## config.mk

```make
export PLATFORM = sky130hd
export DESIGN_NAME = result_writer_bram_flat
export DESIGN_NICKNAME = d
export VERILOG_FILES = /design/src/rtl/fc_pkg.sv /design/src/rtl/result_writer_bram_if.sv /design/src/rtl/result_sat_lane.sv /design/src/rtl/result_writer_bram.sv /design/src/flat_wrapper.sv
export SDC_FILE = /design/constraint.sdc
export NUM_CORES = 1
export LEC_CHECK = 0
export CAP_MARGIN = 15
export CORE_UTILIZATION = 38
export DETAILED_ROUTE_END_ITERATION = 7
export MAX_ROUTING_LAYER = met4
export PLACE_DENSITY = 0.81
export REMOVE_ABC_BUFFERS = 1
export SYNTH_ARGS = -nofsm -noshare
export SYNTH_HDL_FRONTEND = slang
export SYNTH_HIERARCHICAL = 1
export SYNTH_SLANG_ARGS = --single-unit
export TNS_END_PERCENT = 5
```

## constraint.sdc

```tcl
create_clock -name clk -period 3.83 [get_ports clk]
set_clock_uncertainty 0.05 [all_clocks]
set_input_delay 0.766 -clock clk [delete_from_list [all_inputs] [get_ports clk]]
set_output_delay 0.766 -clock clk [all_outputs]
set_load 0.01 [all_outputs]
```

## src/rtl/fc_pkg.sv

```systemverilog
// Shared definitions for the FC datapath movers (read side and write-back side).
// Both movers use the same state encoding for their run/idle/done control, so
// firmware can sequence them identically.
//   state_e            : S_IDLE / S_RUN / S_DONE control states
//   IN_DATA_WIDTH_DEF  : default packed lane width (signed)
//   RWIDTH_DEF         : default core-array result width (signed)
//   LANES              : lanes packed per BRAM word
package fc_pkg;

  typedef enum logic [1:0] {
    S_IDLE = 2'b00,
    S_RUN  = 2'b01,
    S_DONE = 2'b10
  } state_e;

  localparam int IN_DATA_WIDTH_DEF = 16;
  localparam int RWIDTH_DEF        = 32;
  localparam int LANES             = 4;

endpackage

```

## src/rtl/result_writer_bram_if.sv

```systemverilog
// Lane result stream from the fully-connected core array into the writer.
//   i_valid          : four lane results valid this cycle
//   i_result_0..3    : signed lane results, RWIDTH bits each
//   o_ready          : writer accepts a beat when i_valid && o_ready
// master = core array side, slave = result writer side.
interface result_writer_bram_if #(
  parameter int RWIDTH = 32
) ();

  logic                     i_valid;
  logic signed [RWIDTH-1:0] i_result_0;
  logic signed [RWIDTH-1:0] i_result_1;
  logic signed [RWIDTH-1:0] i_result_2;
  logic signed [RWIDTH-1:0] i_result_3;
  logic                     o_ready;

  modport master (
    output i_valid, i_result_0, i_result_1, i_result_2, i_result_3,
    input  o_ready
  );

  modport slave (
    input  i_valid, i_result_0, i_result_1, i_result_2, i_result_3,
    output o_ready
  );

endinterface

```

## src/rtl/result_sat_lane.sv

```systemverilog
// One lane of the write-back transform: optional ReLU, then signed saturation
// of an RWIDTH result down to IN_DATA_WIDTH.
//   din     : signed lane result
//   relu_en : clamp negative values to zero before saturating
//   dout    : saturated lane, IN_DATA_WIDTH bits two's complement
module result_sat_lane #(
  parameter int RWIDTH        = 32,
  parameter int IN_DATA_WIDTH = 16
) (
  input  logic signed [RWIDTH-1:0]        din,
  input  logic                            relu_en,
  output logic        [IN_DATA_WIDTH-1:0] dout
);

  localparam logic signed [RWIDTH-1:0] MAX_V =
    {{(RWIDTH-IN_DATA_WIDTH+1){1'b0}}, {(IN_DATA_WIDTH-1){1'b1}}};
  localparam logic signed [RWIDTH-1:0] MIN_V =
    {{(RWIDTH-IN_DATA_WIDTH+1){1'b1}}, {(IN_DATA_WIDTH-1){1'b0}}};

  logic signed [RWIDTH-1:0] v;

  always_comb begin
    v    = (relu_en && din[RWIDTH-1]) ? '0 : din;
    dout = v[IN_DATA_WIDTH-1:0];
    if (v > MAX_V) begin
      dout = {1'b0, {(IN_DATA_WIDTH-1){1'b1}}};
    end else if (v < MIN_V) begin
      dout = {1'b1, {(IN_DATA_WIDTH-1){1'b0}}};
    end
  end

endmodule

```

## src/rtl/result_writer_bram.sv

```systemverilog
// Write-back end of the FC datapath. Takes four signed lane results per beat,
// applies optional ReLU and saturation, packs them into one BRAM word (lane 0
// in the top slice) and writes consecutive words from a programmable base.
//   clk, reset_n      : clock, asynchronous active-low reset
//   i_run             : start pulse, honoured only in S_IDLE
//   i_num_cnt         : words to write (0 goes straight to S_DONE)
//   i_base_addr       : first BRAM address (wraps modulo 2^AWIDTH)
//   i_relu_en         : ReLU enable, captured with i_run
//   lane              : lane result stream (valid/ready + four results)
//   o_idle/o_write    : FSM in S_IDLE / S_RUN
//   o_done            : one-cycle pulse in S_DONE
//   o_err_drop        : sticky, a beat arrived while not ready
//   addr_b/ce_b/we_b/d_b/q_b : BRAM write port (q_b unused)
module result_writer_bram
  import fc_pkg::*;
#(
  parameter int CNT_BIT       = 31,
  parameter int DWIDTH        = 64,
  parameter int AWIDTH        = 12,
  parameter int IN_DATA_WIDTH = IN_DATA_WIDTH_DEF,
  parameter int RWIDTH        = RWIDTH_DEF
) (
  input  logic                clk,
  input  logic                reset_n,
  input  logic                i_run,
  input  logic [CNT_BIT-1:0]  i_num_cnt,
  input  logic [AWIDTH-1:0]   i_base_addr,
  input  logic                i_relu_en,
  result_writer_bram_if.slave lane,
  output logic                o_idle,
  output logic                o_write,
  output logic                o_done,
  output logic                o_err_drop,
  output logic [AWIDTH-1:0]   addr_b,
  output logic                ce_b,
  output logic                we_b,
  output logic [DWIDTH-1:0]   d_b,
  input  logic [DWIDTH-1:0]   q_b
);

  state_e              state_q;
  logic [CNT_BIT-1:0]  num_cnt_q;
  logic [CNT_BIT-1:0]  wr_cnt_q;
  logic [AWIDTH-1:0]   base_q;
  logic                relu_q;

  logic                ready;
  logic                accept;
  logic                drop;
  logic                start;
  logic                last_beat;
  logic [DWIDTH-1:0]   packed_word;

  logic signed [RWIDTH-1:0]        lane_in  [LANES];
  logic        [IN_DATA_WIDTH-1:0] lane_out [LANES];

  logic unused_q_b;
  assign unused_q_b = ^q_b;

  assign ready     = (state_q == S_RUN);
  assign accept    = lane.i_valid && ready;
  assign drop      = lane.i_valid && !ready;
  assign start     = i_run && (state_q == S_IDLE);
  assign last_beat = (wr_cnt_q == num_cnt_q - CNT_BIT'(1));

  assign lane.o_ready = ready;
  assign o_idle       = (state_q == S_IDLE);
  assign o_write      = (state_q == S_RUN);
  assign o_done       = (state_q == S_DONE);

  assign lane_in[0] = lane.i_result_0;
  assign lane_in[1] = lane.i_result_1;
  assign lane_in[2] = lane.i_result_2;
  assign lane_in[3] = lane.i_result_3;

  for (genvar g = 0; g < LANES; g++) begin : g_lane
    result_sat_lane #(
      .RWIDTH        (RWIDTH),
      .IN_DATA_WIDTH (IN_DATA_WIDTH)
    ) u_sat (
      .din     (lane_in[g]),
      .relu_en (relu_q),
      .dout    (lane_out[g])
    );
  end

  assign packed_word = {lane_out[0], lane_out[1], lane_out[2], lane_out[3]};

  // The last beat's BRAM write lands in the S_DONE cycle, so o_done and the
  // final word commit on the same edge.
  always_ff @(posedge clk or negedge reset_n) begin
    if (!reset_n) begin
      state_q    <= S_IDLE;
      num_cnt_q  <= '0;
      wr_cnt_q   <= '0;
      base_q     <= '0;
      relu_q     <= 1'b0;
      o_err_drop <= 1'b0;
      addr_b     <= '0;
      ce_b       <= 1'b0;
      we_b       <= 1'b0;
      d_b        <= '0;
    end else begin
      ce_b <= 1'b0;
      we_b <= 1'b0;

      // A drop in the same cycle as the start wins over the clear.
      if (drop) begin
        o_err_drop <= 1'b1;
      end else if (start) begin
        o_err_drop <= 1'b0;
      end

      unique case (state_q)
        S_IDLE: begin
          if (i_run) begin
            num_cnt_q <= i_num_cnt;
            base_q    <= i_base_addr;
            relu_q    <= i_relu_en;
            wr_cnt_q  <= '0;
            state_q   <= (i_num_cnt == '0) ? S_DONE : S_RUN;
          end
        end
        S_RUN: begin
          if (accept) begin
            ce_b   <= 1'b1;
            we_b   <= 1'b1;
            addr_b <= base_q + AWIDTH'(wr_cnt_q);
            d_b    <= packed_word;
            if (last_beat) begin
              wr_cnt_q <= '0;
              state_q  <= S_DONE;
            end else begin
              wr_cnt_q <= wr_cnt_q + CNT_BIT'(1);
            end
          end
        end
        S_DONE: state_q <= S_IDLE;
        default: state_q <= S_IDLE;
      endcase
    end
  end

endmodule

```

## src/flat_wrapper.sv

```systemverilog
// flat-port wrapper written by rule: the top's interface ports become plain ports
module result_writer_bram_flat import fc_pkg::*;
#(
  parameter int CNT_BIT       = 31,
  parameter int DWIDTH        = 64,
  parameter int AWIDTH        = 12,
  parameter int IN_DATA_WIDTH = IN_DATA_WIDTH_DEF,
  parameter int RWIDTH        = RWIDTH_DEF
)
  (clk, reset_n, i_run, i_num_cnt, i_base_addr, i_relu_en, o_idle, o_write, o_done, o_err_drop, addr_b, ce_b, we_b, d_b, q_b, lane_i_valid, lane_i_result_0, lane_i_result_1, lane_i_result_2, lane_i_result_3, lane_o_ready);
  result_writer_bram_if #(.RWIDTH(RWIDTH)) lane_i ();
  input  logic clk;
  input  logic reset_n;
  input  logic i_run;
  input  logic [CNT_BIT-1:0] i_num_cnt;
  input  logic [AWIDTH-1:0] i_base_addr;
  input  logic i_relu_en;
  output logic o_idle;
  output logic o_write;
  output logic o_done;
  output logic o_err_drop;
  output logic [AWIDTH-1:0] addr_b;
  output logic ce_b;
  output logic we_b;
  output logic [DWIDTH-1:0] d_b;
  input  logic [DWIDTH-1:0] q_b;
  input wire logic [$bits(lane_i.i_valid)-1:0] lane_i_valid;
  input wire logic [$bits(lane_i.i_result_0)-1:0] lane_i_result_0;
  input wire logic [$bits(lane_i.i_result_1)-1:0] lane_i_result_1;
  input wire logic [$bits(lane_i.i_result_2)-1:0] lane_i_result_2;
  input wire logic [$bits(lane_i.i_result_3)-1:0] lane_i_result_3;
  output wire logic [$bits(lane_i.o_ready)-1:0] lane_o_ready;
  assign lane_i.i_valid = lane_i_valid;
  assign lane_i.i_result_0 = lane_i_result_0;
  assign lane_i.i_result_1 = lane_i_result_1;
  assign lane_i.i_result_2 = lane_i_result_2;
  assign lane_i.i_result_3 = lane_i_result_3;
  assign lane_o_ready = lane_i.o_ready;
  result_writer_bram #(.CNT_BIT(CNT_BIT), .DWIDTH(DWIDTH), .AWIDTH(AWIDTH), .IN_DATA_WIDTH(IN_DATA_WIDTH), .RWIDTH(RWIDTH)) u_core (.clk(clk), .reset_n(reset_n), .i_run(i_run), .i_num_cnt(i_num_cnt), .i_base_addr(i_base_addr), .i_relu_en(i_relu_en), .lane(lane_i), .o_idle(o_idle), .o_write(o_write), .o_done(o_done), .o_err_drop(o_err_drop), .addr_b(addr_b), .ce_b(ce_b), .we_b(we_b), .d_b(d_b), .q_b(q_b));
endmodule
```

## Word level (Yosys, flattened, before mapping)

Index checks and enable logic that the tools add are counted.

- Bits in read-only memories: 0
- Register bits after elaboration: 155
- Output and inout bits: 83
- Logic and storage cells: 67
- Bits of input ports: 240
- Bits in latches: 0
- Memory bits (writable): 0
- Memories: 0

- Bitwise logic cells: 0
- $lt $le $gt $ge: 8
- Add/subtract/negate cells: 3
- $mul: 0
- Div/mod/pow operators: 0
- Equal/unequal tests: 6
- Shifts and indexed selects: 0
- Muxes and demuxes: 25
- Reductions and logical operators: 16

Operators by type and width:

| cell | count |
|---|---|
| $gt A32 B16 Y1 const B | 4 |
| $lt A32 B16 Y1 const B | 4 |
| $mux W16 | 8 |
| $mux W32 | 4 |
| $mux W31 | 3 |
| $pmux W31 S2 | 1 |
| $add A31 B1 Y31 const B | 1 |
| $eq A31 B31 Y1 | 1 |
| $logic_not A31 Y1 | 1 |
| $sub A31 B1 Y31 const B | 1 |
| $add A12 B12 Y12 | 1 |
| $mux W2 | 4 |
| $logic_and A1 B1 Y1 | 7 |
| $ne A2 B2 Y1 const B | 3 |
| $reduce_and A3 Y1 | 2 |
| $mux W1 | 4 |
| $pmux W2 S2 | 1 |
| $reduce_and A2 Y1 | 2 |
| $reduce_bool A2 Y1 | 2 |
| $eq A2 B1 Y1 const B | 1 |
| $eq A2 B2 Y1 const B | 1 |
| $logic_not A2 Y1 | 1 |
| $logic_not A1 Y1 | 1 |

## Logic depth before layout (Yosys ltp)

Gate-level depths: netlist of the first run.

- Word-level depth: 5
- Depth in mapped cells: 12
- Depth with buffers taken out: 12

## Cells and area by module

Netlist of the first run, hierarchy kept.

By module, submodules not included:

| module | instances | area each (sq um) | cells an instance |
|---|---|---|---|
| result_writer_bram | 1 | 8151.6 | 972 |
| result_sat_lane | 4 | 284.0 | 45 |

## Worst setup path after synthesis of the first run

No wires, ideal clock.

- Path kind: register to register
- Start point: register u_core.num_cnt_q[10]
- End point: register u_core.wr_cnt_q[24]
- Clock period less this slack: 3319 ps
- Cell stages (with the launch flop): 13
- Setup slack: 511 ps
- Arrival: 3133 ps
- Setup time: 136 ps
- Cell sequence: dfrtp_1 -> buf_6 -> or4_4 -> buf_6 -> or4_4 -> or4_1 -> a21boi_1 -> o21ai_1 -> a2111oi_4 -> a21oi_2 -> buf_6 -> nand3_1 -> o311ai_1

- Word-level cells in the longest chain between the ends: 5

Ends and longest elaborated chain:

| what | RTL line | text |
|---|---|---|
| start: declaration | result_writer_bram.sv:42 | `logic [CNT_BIT-1:0] num_cnt_q;` |
| start signal: assignment | result_writer_bram.sv:117 | `num_cnt_q <= i_num_cnt;` |
| $sub A31 B1 Y31 | result_writer_bram.sv:64 | `assign last_beat = (wr_cnt_q == num_cnt_q - CNT_BIT'(1));` |
| $eq A31 B31 Y1 | result_writer_bram.sv:64 |  |
| $mux W31 | result_writer_bram.sv:130 | `if (last_beat) begin` |
| $mux W31 | result_writer_bram.sv:125 | `if (accept) begin` |
| $pmux W31 S2 | result_writer_bram.sv:114 | `unique case (state_q)` |
| end signal: assignment | result_writer_bram.sv:134 | `wr_cnt_q <= wr_cnt_q + CNT_BIT'(1);` |
| end: declaration | result_writer_bram.sv:43 | `logic [CNT_BIT-1:0] wr_cnt_q;` |

No other way between the ends. The select of a mux whose other input is x is not followed.
A chain may end at the register's enable or synchronous reset.

## Final worst setup path of the first run

- Start point: register u_core.num_cnt_q[0]
- End point: register u_core.wr_cnt_q[28]

The elaborated chain is that of the path after synthesis.

==> results of run 1 <==
-- final cells by class --
| class | instances | area, um^2 | share of cell area (%) |
|---|---|---|---|
| antenna | 2 | 5.00 | 0.0391 |
| clock buffer | 19 | 433 | 3.38 |
| clock inverter | 13 | 130 | 1.02 |
| inverter | 20 | 75.1 | 0.587 |
| multi-input combinational | 923 | 5080 | 39.7 |
| sequential | 155 | 3880 | 30.3 |
| tap | 319 | 399 | 3.12 |
| timing repair buffer | 285 | 2800 | 21.9 |
-- critical path: stages, from the launching register on --
cell and delay [ns]:
dfrtp_1 0.43, inv_1 0.09, ha_1 0.21, or4b_2 0.63
nor4_1 0.39, nand2_1 0.13, xnor2_1 0.16, or4_1 0.53
a2111oi_1 0.36, a21oi_2 0.13, buf_12 0.18, a21oi_1 0.13
mux2i_1 0.09
-- registers in the layout (all words and copies together), names as in the netlist --
signal	count
u_core/relu_q	1
u_core/addr_b	12
u_core/we_b	1
u_core/d_b	64
u_core/base_q	12
u_core/num_cnt_q	31
u_core/wr_cnt_q	31
u_core/o_err_drop	1
u_core/state_q	2
-- power by group through the flow --
stage | registers [mW] | clock network [mW] | logic [mW]
after CTS | 2.30 | 1.67 | 2.16
final | 2.30 | 1.61 | 2.17
after global routing | 2.35 | 1.73 | 2.40
after global placement | 2.31 | 0 | 2.09
after floorplan | 2.33 | 0 | 1.11
after detailed placement | 2.33 | 0 | 2.14
-- per-layer routing --
layer  up-vias  global-route usage (%)  part of all wire [%]
met1      4363                    26.3                    40
met2       340                    39.6                    50
met5         -                       -                     0
met3        61                    5.42                   7.4
met4         0                    9.02                   2.6
li1       4407                       -                     -
-- layout by cell type, fill, tap and decap left out, types with 10 or more instances in the layout --
cell type / Yosys / layout
o21ai_0: 35 / 35
nor2_2: 36 / 36
ha_1: 13 / 13
a21oi_1: 15 / 15
xor2_1: 25 / 25
dfrtp_1: 155 / 155
xnor2_1: 32 / 32
inv_1: 19 / 19
nand2_1: 377 / 376
nor2b_1: 10 / 10
and3_1: 14 / 14
nand4_1: 27 / 27
nor4_1: 26 / 25
buf_4: 3 / 26
clkdlybuf4s50_1: 0 / 257
nor2_1: 121 / 121
nor3_1: 21 / 21
clkbuf_16: 0 / 17
nand3_1: 33 / 33
nor4_2: 13 / 14
-- path summary, 6_finish.rpt --
check                                    start                   end  slack (ns)  cells after the start
max                        u_core/num_cnt_q[0]   u_core/wr_cnt_q[28]        0.20                     12
min                                    reset_n  u_core/num_cnt_q[21]        0.32                      1
max reg2reg                u_core/num_cnt_q[0]   u_core/wr_cnt_q[28]        0.20                     12
min reg2reg                     u_core/d_b[50]        u_core/d_b[50]        0.42                      2
max in group asynchronous              reset_n     u_core/addr_b[11]        2.53                      2
min in group clk                u_core/d_b[50]        u_core/d_b[50]        0.42                      2
-- cell families (layout without fill, tap and decap cells) --
logic type,Yosys count,after routing,share of synthesized area (%)
and+or+nand+nor,732,732,37.8
DFF,155,155,41.8
AOI/OAI and AO/OA,113,113,8.57
buffers and inverters,74,337,3.75
xor gates and xnor gates,57,57,5.38
adders and majority gates,14,14,1.97
muxes,7,7,0.754
other,0,2,0
-- cell usage after synthesis, types with 6 or more instances --
| library cell | n |
|---|---|
| nand2_1 | 377 |
| dfrtp_1 | 155 |
| nor2_1 | 121 |
| nor2_2 | 36 |
| clkbuf_1 | 35 |
| o21ai_0 | 35 |
| nand3_1 | 33 |
| xnor2_1 | 32 |
| nand4_1 | 27 |
| nor4_1 | 26 |
| xor2_1 | 25 |
| nor3_1 | 21 |
| inv_1 | 19 |
| a21oi_1 | 15 |
| and3_1 | 14 |
| ha_1 | 13 |
| nor4_2 | 13 |
| nor2b_1 | 10 |
| a21o_1 | 7 |
| buf_6 | 7 |
| mux2i_1 | 7 |
| nor3b_1 | 7 |
| or4_1 | 7 |
| a31oi_1 | 6 |
==> impl_metrics.json, run 1 <==
{
  "layout-drive-gt1-share_pct": 9.54,
  "ctsHtreeMaxLevel": 4,
  "grt_max_degree": 91,
  "ys_async_sr_fraction_pct": 100,
  "syn-cell-area_um2": 9290,
  "die_h_um": 158,
  "worstHoldPathType": "in -> async",
  "setup_tns_ns": 0,
  "grt_pass1_vias": 8773,
  "clockPowerShare_pct": 26.5,
  "hpwl_mm": 21.0,
  "maxCapViolations": 0,
  "p_leak_nw": 5.58,
  "ctsRootBufferMaster": "clkbuf_16",
  "syn_inst": 1152,
  "sw_frac_of_total_pct": 36.6,
  "ir_worst_vdd_mv": 0.247,
  "finalCritPeriodShare_pct": 94.7,
  "finalHoldViolCount": 0,
  "grt_use_total_pct": 23.2,
  "drt-initial-drc-count": 642,
  "cts_hold_buf": 0,
  "yosysUniqueCellTypes": 67,
  "final-setup-viol-count": 0,
  "fin_hold_ws_ns": 0.318,
  "portBuffers": 258,
  "core.rowCount": 56,
  "netlist.area_leader.share_pct": 41.8,
  "fillers": 2145,
  "pre_cts_ws_ns": 0.251,
  "power.density_nw_per_um2": 475,
  "vias": 9171,
  "synth-main-ff-cell": "dfrtp_1",
  "total_power_mw": 6.08,
  "slew_violations": 0,
  "cts_tree": "done",
  "cp.required_ns": 4.08,
  "gp_congestion": 0.942,
  "yosysWarnings": 6,
  "postCtsSetupBuffers": 0,
  "stdcell_count": 1736,
  "comb_power_share_pct": 35.7,
  "grt-ovfl-total": 0,
  "grt_pass1_wl_mm": 44.0,
  "synth-edff-count": 0,
  "antenna_found_initial": 2,
  "setup_ws_ns": 0.204,
  "placed_area_um2": 12200,
  "cts.path.max_buffers": 2,
  "rsz0062_at_grt": "no",
  "syn_area_per_cell_um2": 8.06,
  "ys_seq_elements": 155,
  "clk_latency_ns": 0.43,
  "clk_pin_slew_ns": 0.07,
  "status": "completed",
  "p_int_mw": 3.86,
  "startpoint_type": "flip-flop",
  "worst_slew_pin_slew_ns": 1.19,
  "cts-resized-gates": 0,
  "cp.arrival_ns": 3.87,
  "slew_headroom_pct": 21.0,
  "cts-buffers-inserted": 17,
  "clkSinkCount": 155,
  "p_seq_share_pct": 37.8,
  "final_nets": 1656,
  "critPathKind": "reg -> reg",
  "fmax_mhz": 276,
  "wl_per_cell_um": 16.1,
  "die_w_um": 158,
  "utilization_pct": 53.9,
  "yosysTopAreaCell": "dfrtp_1",
  "critPathCaptureType": "flip-flop",
  "postRouteWirelength_mm": 27.9,
  "boundaryPins": 323,
  "coreArea_um2": 23800,
  "p_sw_mw": 2.23,
  "first_pass_iters": 5,
  "yosys-top-cells-area": "dfrtp_1, nand2_1, nor2_1, xnor2_1, nor2_2",
  "design_area_um2": 12800,
  "ys_seq_area_share_pct": 41.8,
  "finalCriticalPeriod_ns": 3.63,
  "path_max_fanout": 18,
  "ant_nets": 0,
  "start_util_pct": 39.1,
  "viasPerCell": 5.28,
  "remaining_drc_errors": 0,
  "area_growth_pct": 37.8,
  "dieArea_um2": 25100,
  "placedCellCount": 1700
}
Note: power is estimated with default switching activity, not from simulation.
==> run 2: changes to the inputs <==
CORE_UTILIZATION = 46   (was 38)
PLACE_DENSITY = 0.93   (was 0.81)
==> run 2 against run 1 <==
  * Critical path depth is 3 lower
  * Setup slack worse by 0.0089 ns
  * Count of clock-buffer cells in the layout stayed put
  * Core utilization is 11 points higher
  * Power is 1.7% higher
  * Sequential cell count stayed put
  * Via count is 2.3% higher
  * Combinational power is 2% higher
  * Non-clock buffer count stayed put
  * First-iteration DRC count is 9.2% higher
  * Global-route usage is 6.1 points higher
  * Critical endpoint is now u_core/wr_cnt_q[13]
  * Largest cell class unchanged
==> impl_metrics.json, run 2 (synthesis gave the netlist of run 1 again) <==
{
  "start_util_pct": 47.3,
  "power.density_nw_per_um2": 485,
  "cts-resized-gates": 0,
  "final_nets": 1656,
  "worstHoldPathType": "in -> async",
  "slew_violations": 0,
  "grt-ovfl-total": 0,
  "finalHoldViolCount": 0,
  "largest_register": "u_core/d_b",
  "rr_endpoint": "u_core/wr_cnt_q[13]",
  "layout-drive-gt1-share_pct": 9.55,
  "path_max_fanout": 8,
  "cts.path.max_buffers": 2,
  "grt_max_degree": 93,
  "core.rowCount": 51,
  "vias": 9384,
  "clkSinkCount": 155,
  "area_growth_pct": 37.4,
  "grt_use_total_pct": 29.3,
  "ctsRootBufferMaster": "clkbuf_16",
  "postCtsSetupBuffers": 0,
  "boundaryPins": 323,
  "worst_slew_pin_slew_ns": 1.06,
  "cts-buffers-inserted": 17,
  "crit_chain": "or4_4 > or4_4 > or4_1 > a21boi_1 > o21ai_1 > a22oi_1 > nand4_2 > nand2_1 > o311ai_1",
  "viasPerCell": 5.59,
  "reg2reg_depth": 9,
  "slew_headroom_pct": 29.4,
  "rsz0062_at_grt": "no",
  "cp_top_family": "simple AND/OR/NAND/NOR gates",
  "die_h_um": 144,
  "dieArea_um2": 20800,
  "cts_tree": "done",
  "coreArea_um2": 19700,
  "grt_pass1_vias": 9228,
  "hpwl_mm": 21.8,
  "cp_common_cell": "or4_4",
  "critPathKind": "reg -> reg",
  "grt_pass1_wl_mm": 45.6,
  "multi_input_area_um2": 5070,
  "largest_reg_flops": 64,
  "utilization_pct": 64.9,
  "seq_area_um2": 3880,
  "critPathCaptureType": "flip-flop",
  "startpoint_type": "flip-flop",
  "p_leak_nw": 5.59,
  "setup_tns_ns": 0,
  "cts_hold_buf": 0,
  "cp_slowest_stage_delay_ns": 0.64,
  "die_w_um": 144,
  "mostFrequentLayoutCells": "nand2_1, clkdlybuf4s50_1, dfrtp_1",
  "finalCriticalPeriod_ns": 3.63,
  "reg_top3": "u_core/d_b: 64 flops, u_core/num_cnt_q: 31 flops, u_core/wr_cnt_q: 31 flops",
  "remaining_drc_errors": 0,
  "first_pass_iters": 5,
  "ir_worst_vdd_mv": 0.403,
  "drt-initial-drc-count": 701,
  "fillers": 1530,
  "clk_pin_slew_ns": 0.06,
  "cp.required_ns": 4.06,
  "maxCapViolations": 0,
  "fmax_mhz": 275,
  "portBuffers": 258,
  "setup_ws_ns": 0.195,
  "postRouteWirelength_mm": 29.2,
  "slowest_stage": "or4_4",
  "cp.arrival_ns": 3.87,
  "gp_congestion": 0.946,
  "status": "completed",
  "antenna_found_initial": 1,
  "wl_per_cell_um": 17.4,
  "ctsHtreeMaxLevel": 4,
  "finalCritPeriodShare_pct": 94.9,
  "critPathBufInv": 0,
  "ant_nets": 0,
  "r2r_slack_ns": 0.20,
  "cp.depth": 9,
  "final_common_cell": "nand2_1",
  "final-setup-viol-count": 0,
  "pre_cts_ws_ns": 0.249,
  "clk_latency_ns": 0.42,
  "rr_startpoint": "u_core/num_cnt_q[9]"
}
==> run 2: cell types whose count changed in the layout (fill, tap and decap cells not counted), moves of 2 or more <==
cell        delta
buf_4          -2
clkbuf_8       +2
clkbuf_1       -2
clkinv_8       -2
inv_6          -3
clkinvlp_4     +2
==> run 2: worst max-delay path by stage <==
stage / startpoint / to / slack [ns]
after detailed placement: u_core/num_cnt_q[0] / u_core/wr_cnt_q[28] / 0.25
after global placement: u_core/num_cnt_q[0] / u_core/wr_cnt_q[28] / 0.31
after global routing: u_core/num_cnt_q[10] / u_core/wr_cnt_q[11] / 0.05
after floorplan: lane_i_valid / u_core/wr_cnt_q[1] / -1.61
after CTS: u_core/num_cnt_q[0] / u_core/wr_cnt_q[5] / 0.22
final: u_core/num_cnt_q[9] / u_core/wr_cnt_q[13] / 0.20
==> run 2: metrics by stage <==
step                cells  hold slack (ns)  area (um^2)  total power, mW
finish               1680            0.337        12800             6.19
floorplan            1098            0.400         9010             3.44
global placement     1646            0.406        12200             4.40
detailed placement   1646            0.411        12200             4.51
global route         1680            0.396        12800             6.55
CTS                  1677            0.365        12700             6.20
==> run 2: final cells by class <==
cell class	instances	area share [%]
diodes	1	0.0196
inverters	20	0.588
flip-flops and latches	155	30.4
well taps	265	2.60
clock inverters	12	1.03
multi-input cells	923	39.8
repair buffers	285	22.1
clock buffers	19	3.55
==> run 2: power by group <==
part	leakage, nW	internal, mW	switching (mW)
clock	0.282	0.947	0.714
sequential	1.98	1.96	0.355
combinational	3.33	1.03	1.17
total	5.59	3.95	2.24
==> run 2: layer usage <==
layer,vias up,GRT usage (%),part of all wire [%]
met1,4447,31.8,38
met4,0,16.6,4.4
met3,96,7.81,8.5
met2,433,48.7,49
li1,4408,-,-
met5,-,-,0
==> run 3: changes to the inputs <==
CAP_MARGIN = default   (was 15)
CORE_ASPECT_RATIO = 0.9   (was default)
==> run 3 against run 2 <==
  * Sequential cell count unchanged
  * Sequential share of layout area up 0.090 points
  * Critical path depth unchanged
  * Hold slack worse by 0.033 ns
  * Core utilization up 0.46 points
  * Fmax up 3.7%
  * Largest cell class unchanged
  * Die area about the same
  * Power up 0.40%
  * Global-route usage up 0.22 points
  * Register-to-register slack better by 0.13 ns
  * Critical path type unchanged
  * Count of clock-buffer cells in the layout down 1
  * Design area down 0.29%
==> impl_metrics.json, run 3 (synthesis gave the netlist of run 1 again) <==
{
  "status": "completed",
  "fmax_mhz": 285,
  "critPathKind": "reg -> reg",
  "die_w_um": 152,
  "worstHoldPathType": "in -> async",
  "remaining_drc_errors": 0,
  "grt_pass1_vias": 8946,
  "cp_top_family": "compound AO/OA/AOI/OAI gates",
  "start_util_pct": 47.7,
  "cp_common_cell": "or4_4",
  "comb_power_share_pct": 35.1,
  "rsz0062_at_grt": "no",
  "final_nets": 1654,
  "reg2reg_depth": 9,
  "r2r_slack_ns": 0.33,
  "grt-ovfl-total": 0,
  "clk_pin_slew_ns": 0.07,
  "p_sw_mw": 2.29,
  "cts_tree": "done",
  "cts.path.max_buffers": 2,
  "ctsRootBufferMaster": "clkbuf_16",
  "rr_endpoint": "u_core/wr_cnt_q[28]",
  "fillers": 1489,
  "critPathCaptureType": "flip-flop",
  "startpoint_type": "flip-flop",
  "clkSinkCount": 155,
  "ir_worst_vdd_mv": 0.399,
  "p_int_mw": 3.92,
  "drt-initial-drc-count": 653,
  "clockPowerShare_pct": 27.4,
  "placed_area_um2": 12100,
  "vias": 9327,
  "dieArea_um2": 20800,
  "die_h_um": 137,
  "p_leak_nw": 5.57,
  "ctsHtreeMaxLevel": 4,
  "grt_max_degree": 86,
  "postRouteWirelength_mm": 29.7,
  "crit_chain": "or4_4 > or4_4 > o31ai_1 > a21boi_1 > o21ai_1 > a2111oi_4 > a21oi_4 > nand4_1 > mux2i_1",
  "p_seq_share_pct": 37.5,
  "critPathBufInv": 0,
  "reg_top3": "u_core/d_b: 64 flops, u_core/num_cnt_q: 31 flops, u_core/wr_cnt_q: 31 flops",
  "viasPerCell": 5.60,
  "cp.required_ns": 4.12,
  "clk_latency_ns": 0.43,
  "cp_slowest_stage_delay_ns": 0.63,
  "boundaryPins": 323,
  "rr_startpoint": "u_core/num_cnt_q[10]",
  "hpwl_mm": 22.1,
  "power.density_nw_per_um2": 488,
  "layout-drive-gt1-share_pct": 9.55,
  "final-setup-viol-count": 0,
  "slew_violations": 0,
  "sw_frac_of_total_pct": 36.9,
  "finalCriticalPeriod_ns": 3.50,
  "area_growth_pct": 37.0,
  "cts-buffers-inserted": 17,
  "finalHoldViolCount": 0,
  "design_area_um2": 12700,
  "grt_use_total_pct": 29.6,
  "wl_per_cell_um": 17.8,
  "final_common_cell": "nand2_1",
  "finalCritPeriodShare_pct": 91.5,
  "maxCapViolations": 0,
  "largest_reg_flops": 64,
  "slowest_stage": "or4_4",
  "postCtsSetupBuffers": 0,
  "worst_slew_pin_slew_ns": 1.34,
  "portBuffers": 258,
  "mostFrequentLayoutCells": "nand2_1, clkdlybuf4s50_1, dfrtp_1",
  "first_pass_iters": 7,
  "multi_input_area_um2": 5090,
  "coreArea_um2": 19500,
  "antenna_found_initial": 2,
  "path_max_fanout": 18,
  "ant_nets": 0,
  "setup_tns_ns": 0,
  "utilization_pct": 65.4,
  "gp_congestion": 0.909,
  "slew_headroom_pct": 10.4,
  "cp.arrival_ns": 3.79,
  "seq_area_um2": 3880,
  "core.rowCount": 48,
  "grt_pass1_wl_mm": 45.7,
  "largest_register": "u_core/d_b"
}
## run 3: area by class of cell
| type | count | area share, % |
|---|---|---|
| clock inverters | 14 | 1.22 |
| multi-input cells | 923 | 40.0 |
| inverters | 20 | 0.590 |
| clock buffers | 18 | 3.45 |
| flip-flops and latches | 155 | 30.5 |
| repair buffers | 283 | 21.8 |
| well taps | 250 | 2.46 |
| diodes | 2 | 0.0393 |
## run 3: metrics by stage
step | hold WS (ns) | setup slack, ns | instances | total power [mW]
after floorplan | 0.400 | -1.61 | 1098 | 3.44
after global placement | 0.407 | 0.236 | 1631 | 4.38
after detailed placement | 0.412 | 0.0958 | 1631 | 4.48
after CTS | 0.370 | 0.0898 | 1663 | 6.21
after global routing | 0.399 | 0.0932 | 1665 | 6.56
final | 0.305 | 0.326 | 1665 | 6.21
## run 3: timing repair
| item | in CTS | in global routing |
|---|---|---|
| setup endpoints to repair | 0 | 12 |
| hold buffers | 0 | 0 |
| resized for setup | 0 | 3 |
## run 3: worst max path at each step
stage / startpoint / to / slack, ns / depth (start not counted)
after floorplan: lane_i_valid / u_core/wr_cnt_q[1] / -1.61 / 4
after global routing: u_core/num_cnt_q[0] / u_core/wr_cnt_q[28] / 0.09 / 11
final: u_core/num_cnt_q[10] / u_core/wr_cnt_q[28] / 0.33 / 9
after global placement: u_core/num_cnt_q[0] / u_core/wr_cnt_q[4] / 0.24 / 11
after CTS: u_core/num_cnt_q[0] / u_core/wr_cnt_q[28] / 0.09 / 11
after detailed placement: u_core/num_cnt_q[0] / u_core/wr_cnt_q[28] / 0.1 / 11
## run 3: power by group through the flow
stage	registers (mW)	clock network (mW)	logic (mW)
6_report	2.33	1.70	2.18
5_1_grt	2.38	1.81	2.38
4_1_cts	2.32	1.73	2.16
3_5_place_dp	2.35	0	2.13
3_3_place_gp	2.32	0	2.06
2_1_floorplan	2.33	0	1.11
## run 3: worst reg2reg max path: cells and delay by family, from the launching register on
family | cells | cell delay (ns)
compound gates | 5 | 1.37
simple gates | 3 | 1.36
flops | 1 | 0.47
mux | 1 | 0.18
## run 3: routing by layer
| metal | share of wire [%] | vias to the layer above | GRT usage [%] |
|---|---|---|---|
| met5 | 0 | - | - |
| met4 | 3.7 | 0 | 13.4 |
| met3 | 8.7 | 83 | 7.17 |
| met2 | 49 | 438 | 48.5 |
| met1 | 38 | 4393 | 34.1 |
| li1 | - | 4413 | - |
